File: src/rtl/picomips_pkg.sv
// picomips_pkg: constants and types shared by the picoMIPS input-port slice.
//   DATA_BUS_SIZE  processor data word width (default for inport_receiver n)
//   INPORT_DEPTH   default number of input FIFO entries
//   fifo_ptr_t     FIFO pointer sized for INPORT_DEPTH
//   fifo_status_t  full/empty flags exported by inport_fifo
`ifndef DATA_BUS_SIZE
`define DATA_BUS_SIZE 8
`endif

package picomips_pkg;

    localparam int DATA_BUS_SIZE = `DATA_BUS_SIZE;
    localparam int INPORT_DEPTH  = 4;

    typedef logic [$clog2(INPORT_DEPTH)-1:0] fifo_ptr_t;

    typedef struct packed {
        logic full;
        logic empty;
    } fifo_status_t;

endpackage

File: src/rtl/inport_fifo.sv
// inport_fifo: depth x n circular buffer with occupancy counter.
//   clk, reset  clock, async active-high reset (pointers/count only)
//   push, wdata write request; ignored while full
//   pop         read request; ignored while empty
//   rdata       current head word, combinational from mem[rp]
//   status      full / empty, derived from registered count only
`ifndef DATA_BUS_SIZE
`define DATA_BUS_SIZE 8
`endif

module inport_fifo
    import picomips_pkg::*;
#(
    parameter int n     = `DATA_BUS_SIZE,
    parameter int depth = INPORT_DEPTH   // power of two, >= 2
) (
    input  logic         clk,
    input  logic         reset,
    input  logic         push,
    input  logic [n-1:0] wdata,
    input  logic         pop,
    output logic [n-1:0] rdata,
    output fifo_status_t status
);

    localparam int AW = $clog2(depth);
    localparam int CW = AW + 1;

    logic [n-1:0]  mem [depth];
    logic [AW-1:0] wp, rp;
    logic [CW-1:0] count;
    logic          do_push, do_pop;

    assign status.full  = (count == CW'(depth));
    assign status.empty = (count == '0);

    // A full FIFO refuses pushes even when a pop lands on the same edge,
    // so accepting a word never depends on the consumer side.
    assign do_push = push && !status.full;
    assign do_pop  = pop  && !status.empty;

    // Power-of-two depth lets the pointers wrap by plain overflow.
    always_ff @(posedge clk or posedge reset) begin
        if (reset) begin
            wp    <= '0;
            rp    <= '0;
            count <= '0;
        end else begin
            if (do_push) wp <= wp + AW'(1);
            if (do_pop)  rp <= rp + AW'(1);
            case ({do_push, do_pop})
                2'b10:   count <= count + CW'(1);
                2'b01:   count <= count - CW'(1);
                default: count <= count;
            endcase
        end
    end

    // Storage is deliberately left out of reset; empty entries are never
    // observed because the output mux selects 'last' whenever count is 0.
    always_ff @(posedge clk) begin
        if (do_push) mem[wp] <= wdata;
    end

    assign rdata = mem[rp];

endmodule

File: src/rtl/inport_receiver.sv
// inport_receiver: picoMIPS input-port front end (register %1 source).
//   clk, reset          clock, async active-high reset
//   in_data, in_valid   producer word + valid
//   in_ready            space available (state-only, no path from pop)
//   pop                 control pulse: instruction reading %1 committed
//   inport              head word, or last consumed word when empty
//   avail               inport holds an unconsumed word
//   overrun, clr_flags  sticky pop-while-empty flag and its clear
`ifndef DATA_BUS_SIZE
`define DATA_BUS_SIZE 8
`endif

module inport_receiver
    import picomips_pkg::*;
#(
    parameter int n     = `DATA_BUS_SIZE,
    parameter int depth = INPORT_DEPTH
) (
    input  logic         clk,
    input  logic         reset,
    input  logic [n-1:0] in_data,
    input  logic         in_valid,
    output logic         in_ready,
    input  logic         pop,
    output logic [n-1:0] inport,
    output logic         avail,
    output logic         overrun,
    input  logic         clr_flags
);

    fifo_status_t st;
    logic [n-1:0] head;
    logic [n-1:0] last;
    logic         pop_ok;

    inport_fifo #(.n(n), .depth(depth)) u_fifo (
        .clk    (clk),
        .reset  (reset),
        .push   (in_valid && in_ready),
        .wdata  (in_data),
        .pop    (pop_ok),
        .rdata  (head),
        .status (st)
    );

    assign in_ready = !st.full;
    assign avail    = !st.empty;
    assign pop_ok   = pop && avail;

    // Holding the consumed word keeps repeated reads of %1 stable once
    // the buffer drains.
    assign inport = avail ? head : last;

    always_ff @(posedge clk or posedge reset) begin
        if (reset) begin
            last    <= '0;
            overrun <= 1'b0;
        end else begin
            if (pop_ok) last <= head;
            // Setting wins over clearing so a same-cycle event is not lost.
            if (pop && !avail)  overrun <= 1'b1;
            else if (clr_flags) overrun <= 1'b0;
        end
    end

endmodule
File: config.mk
export PLATFORM = sky130hd
export DESIGN_NAME = inport_receiver
export DESIGN_NICKNAME = d
export VERILOG_FILES = /design/src/rtl/picomips_pkg.sv /design/src/rtl/inport_fifo.sv /design/src/rtl/inport_receiver.sv
export SDC_FILE = /design/constraint.sdc
export NUM_CORES = 1
export LEC_CHECK = 0
export CORE_AREA = 5 5 65 78
export CTS_BUF_LIST = sky130_fd_sc_hd__clkbuf_8
export DETAILED_ROUTE_END_ITERATION = 8
export DIE_AREA = 0 0 70 83
export PLACE_DENSITY_LB_ADDON = 0.25
export SYNTH_ARGS = -nofsm -noshare
export SYNTH_HDL_FRONTEND = slang
export SYNTH_SLANG_ARGS = --single-unit
File: constraint.sdc
create_clock -name clk -period 2.1 [get_ports clk]
set_input_delay 0.315 -clock clk [delete_from_list [all_inputs] [get_ports clk]]
set_output_delay 0.315 -clock clk [all_outputs]
set_load 0.05 [all_outputs]
==> reports/summary.json <==
{
  "initial_antenna_violation_count": {"value": 0},
  "die_w": {"value": 70, "unit": "um"},
  "tightest_slew": {"value": 0.653, "unit": "ns"},
  "root_buffer": {"value": "sky130_fd_sc_hd__clkbuf_8"},
  "first_global_vias": {"value": 1137},
  "pre_cts_slack": {"value": -0.0169, "unit": "ns"},
  "clock.fmax": {"value": 0.472, "unit": "GHz"},
  "period_needed": {"value": 2.12, "unit": "ns"},
  "clock_path_buffers": {"value": 2},
  "pin_count": {"value": 24},
  "layout_worst_path_cycle_share": {"value": 101, "unit": "%"},
  "netlist_area": {"value": 2020, "unit": "sq um"},
  "postSynthNetCount": {"value": 129},
  "synth_top_cell_area_share": {"value": 47.6, "unit": "%"},
  "floorplan.initialDensity": {"value": 47.8, "unit": "%"},
  "synth.area.top_cells": {"value": "sky130_fd_sc_hd__edfxtp_1 (48%), sky130_fd_sc_hd__dfrtp_1 (20%), sky130_fd_sc_hd__mux2_2 (8.9%)"},
  "cell_pwr_density": {"value": 1670, "unit": "nW/um^2"},
  "antenna_cells": {"value": 0},
  "via_count": {"value": 1024},
  "postLayoutSetupSlackWorst": {"value": -0.0198, "unit": "ns"},
  "final_nets": {"value": 166},
  "skew": {"value": 0.00515, "unit": "ns"},
  "hp-class": {"value": "input port to async pin"},
  "peak_fanout_along_the_critical_path": {"value": 9},
  "worst_setup_hold_path_clk_slew": {"value": 0.08, "unit": "ns"},
  "yosysSeqAreaShare": {"value": 67.4, "unit": "%"},
  "critical_path.startpoint_type": {"value": "flop"},
  "grt_first_pass_wirelength": {"value": 5.66, "unit": "mm"},
  "drt_iter0_markers": {"value": 26},
  "cts-hold-fix-buffers": {"value": 0},
  "postRouteAntennaNets": {"value": 0},
  "combPwrFrac": {"value": 50.6, "unit": "%"},
  "vdd_ir_drop_max": {"value": 0.761, "unit": "mV"},
  "gp_routability_congestion": {"value": 0.738},
  "insertion_delay": {"value": 0.29, "unit": "ns"},
  "die_area": {"value": 5810, "unit": "sq um"},
  "p_leak": {"value": 0.995, "unit": "nW"},
  "critical_path_arrival": {"value": 1.80, "unit": "ns"},
  "r2r-start": {"value": "u_fifo.count[0]$_DFFE_PP0P_"},
  "switching_share": {"value": 37.2, "unit": "%"},
  "track_usage": {"value": 12.8, "unit": "%"},
  "io_buffers": {"value": 23},
  "synthesis.instances": {"value": 110},
  "routed_wire_length_per_instance": {"value": 17.3, "unit": "um"},
  "coreArea": {"value": 4230, "unit": "sq um"},
  "final_layout_size_suffix_gt1_share": {"value": 43.2, "unit": "%"},
  "hpwlAfterDp": {"value": 2.45, "unit": "mm"},
  "fillerInstances": {"value": 331},
  "syn2layout_area_growth": {"value": 25.6, "unit": "%"},
  "dpl-instance-area": {"value": 2330, "unit": "sq um"},
  "drt-total-wl": {"value": 3.52, "unit": "mm"},
  "outcome": {"value": "finished, violations left"},
  "failed_checks": {"value": "negative setup slack"},
  "timing.critical_path.from": {"value": "u_fifo.rp[0]$_DFFE_PP0P_"},
  "drv_slew": {"value": 0},
  "drc_errors": {"value": 0},
  "drt_pass1_iterations": {"value": 4},
  "setup_violations": {"value": 5},
  "placement_rows": {"value": 26},
  "grt_setup_unrepaired": {"value": "yes"},
  "yosys_register_bits": {"value": 48},
  "maximum_number_of_pins_on_one_net_before_global_route_repair": {"value": 17},
  "finish.instance_area": {"value": 2540, "unit": "sq um"},
  "postSynthAreaPerCell": {"value": 18.4, "unit": "sq um"},
  "worst_slew_margin_rel": {"value": 56.4, "unit": "%"},
  "cp.required": {"value": 1.78, "unit": "ns"},
  "clock_power_share": {"value": 15.1, "unit": "%"},
  "cts_inserted_buffers": {"value": 5},
  "intPower": {"value": 2.67, "unit": "mW"},
  "global_route.overflow_total": {"value": 0},
  "clock_tree_from_tritoncts": {"value": "built"},
  "avgViaCountPerCell": {"value": 5.02},
  "power.net_switching": {"value": 1.58, "unit": "mW"},
  "cp-end-kind": {"value": "primary output"},
  "post-synth-top-area-cell": {"value": "sky130_fd_sc_hd__edfxtp_1"},
  "fin_hold_ws": {"value": 0.410, "unit": "ns"},
  "final_hold_violating_endpoints": {"value": 0},
  "sequentialPowerShare": {"value": 34.3, "unit": "%"},
  "yosysWarningCount": {"value": 0},
  "clock_tree.htree_level_count": {"value": 2},
  "maxCapViolCount": {"value": 0},
  "fp.dieH": {"value": 83, "unit": "um"},
  "timing.setup.critical_path_class": {"value": "flop to primary output"},
  "synth_cell_types": {"value": 22},
  "clock-sinks": {"value": 48},
  "ff_latch_area": {"value": 1360, "unit": "sq um"},
  "combined_area_of_the_multi_input_logic_cells": {"value": 632, "unit": "sq um"}
}
critical path, cell delays in order (launching register included):
cell and delay (ns):
sky130_fd_sc_hd__dfrtp_1 0.38, sky130_fd_sc_hd__buf_12 0.15, sky130_fd_sc_hd__mux4_2 0.54, sky130_fd_sc_hd__mux2_4 0.28
sky130_fd_sc_hd__buf_6 0.15
logic make-up after synthesis:
logic type                 share of synthesized area (%)
DFF                                                 67.4
muxes                                               19.1
buffers and inverters                               2.91
and+or+nand+nor                                     3.16
xor gates and xnor gates                            2.60
adders and majority gates                           4.09
AOI/OAI and AO/OA                                  0.805
synthesized netlist by cell type:
master                     instances
sky130_fd_sc_hd__mux2_2           16
sky130_fd_sc_hd__fa_1              1
sky130_fd_sc_hd__nand2_1           1
sky130_fd_sc_hd__and3_2            4
sky130_fd_sc_hd__ha_1              5
sky130_fd_sc_hd__clkbuf_1          1
sky130_fd_sc_hd__inv_1             9
sky130_fd_sc_hd__buf_2             2
sky130_fd_sc_hd__or3_1             1
sky130_fd_sc_hd__and2_4            1
sky130_fd_sc_hd__nor2_1            1
sky130_fd_sc_hd__o22ai_1           1
sky130_fd_sc_hd__mux2i_1           1
sky130_fd_sc_hd__mux2_4            1
sky130_fd_sc_hd__o31a_2            1
sky130_fd_sc_hd__mux4_2            8
sky130_fd_sc_hd__xnor2_1           3
sky130_fd_sc_hd__edfxtp_1         32
sky130_fd_sc_hd__xor2_1            3
sky130_fd_sc_hd__or3b_4            1
sky130_fd_sc_hd__buf_6             1
sky130_fd_sc_hd__dfrtp_1          16
power groups by stage:
stage | clock (mW) | sequential, mW | combinational [mW]
6_report | 0.639 | 1.46 | 2.15
3_5_place_dp | 0 | 1.48 | 1.94
4_1_cts | 0.656 | 1.46 | 2.11
3_3_place_gp | 0 | 1.46 | 1.89
5_1_grt | 0.688 | 1.49 | 2.29
2_1_floorplan | 0 | 1.44 | 1.43
flip-flops by register name (all words and copies together), names as in the netlist:
name	cells
u_fifo.count	3
u_fifo.wp	2
overrun	1
last	8
u_fifo.mem	32
u_fifo.rp	2
path summary, 6_finish.rpt:
check	end	slack (ns)	depth (start not counted)
max in group asynchronous	u_fifo.rp[0]$_DFFE_PP0P_	1.27	2
max reg2reg	u_fifo.count[2]$_DFFE_PP0P_	0.08	9
min reg2reg	last[0]$_DFFE_PP0P_	0.51	1
min	last[6]$_DFFE_PP0P_	0.41	2
max	inport[1]	-0.02	4
min in group clk	last[0]$_DFFE_PP0P_	0.51	1
through the flow:
stage / utilization [%] / power, mW / TNS, ns / instances
floorplan: - / 2.87 / 0 / 110
global placement: 55.1 / 3.35 / 0 / 189
detailed placement: 55.1 / 3.43 / -0.0169 / 189
CTS: 58.9 / 4.23 / -0.281 / 199
global route: 60.0 / 4.46 / -0.623 / 204
finish: 60.0 / 4.25 / -0.0527 / 204
placed cells by master, fill, tap and decap left out, types with 3 or more instances in the layout:
cell and instances:
sky130_fd_sc_hd__xor2_1 3, sky130_fd_sc_hd__mux2_4 4, sky130_fd_sc_hd__ha_1 4, sky130_fd_sc_hd__and3_2 4, sky130_fd_sc_hd__xnor2_1 3, sky130_fd_sc_hd__clkbuf_8 5, sky130_fd_sc_hd__clkdlybuf4s50_1 13, sky130_fd_sc_hd__buf_6 8
sky130_fd_sc_hd__mux4_2 8, sky130_fd_sc_hd__dfrtp_1 16, sky130_fd_sc_hd__edfxtp_1 32, sky130_fd_sc_hd__inv_1 8, sky130_fd_sc_hd__buf_4 11, sky130_fd_sc_hd__mux2_2 13
what timing repair did:
item                       in CTS  in global routing
pin swaps                       0                  5
setup endpoints to repair      10                  9
gates resized for setup        11                  3
buffers inserted                2                  5
layout make-up:
cell class              instances  area share, %
clock inverters                 3           1.53
inverters                       9           1.43
flip-flops and latches         48           53.6
multi-input cells              49           24.9
clock buffers                   5           2.71
repair buffers                 34           13.1
well taps                      56           2.76
layer usage:
| metal | part of all wire (%) | track usage, % |
|---|---|---|
| met3 | 4.0 | 3.86 |
| met5 | 0 | 0 |
| met2 | 53 | 21.5 |
| met1 | 41 | 15.3 |
| met4 | 1.8 | 4.70 |
No activity file was read; power rests on OpenSTA's default activity.
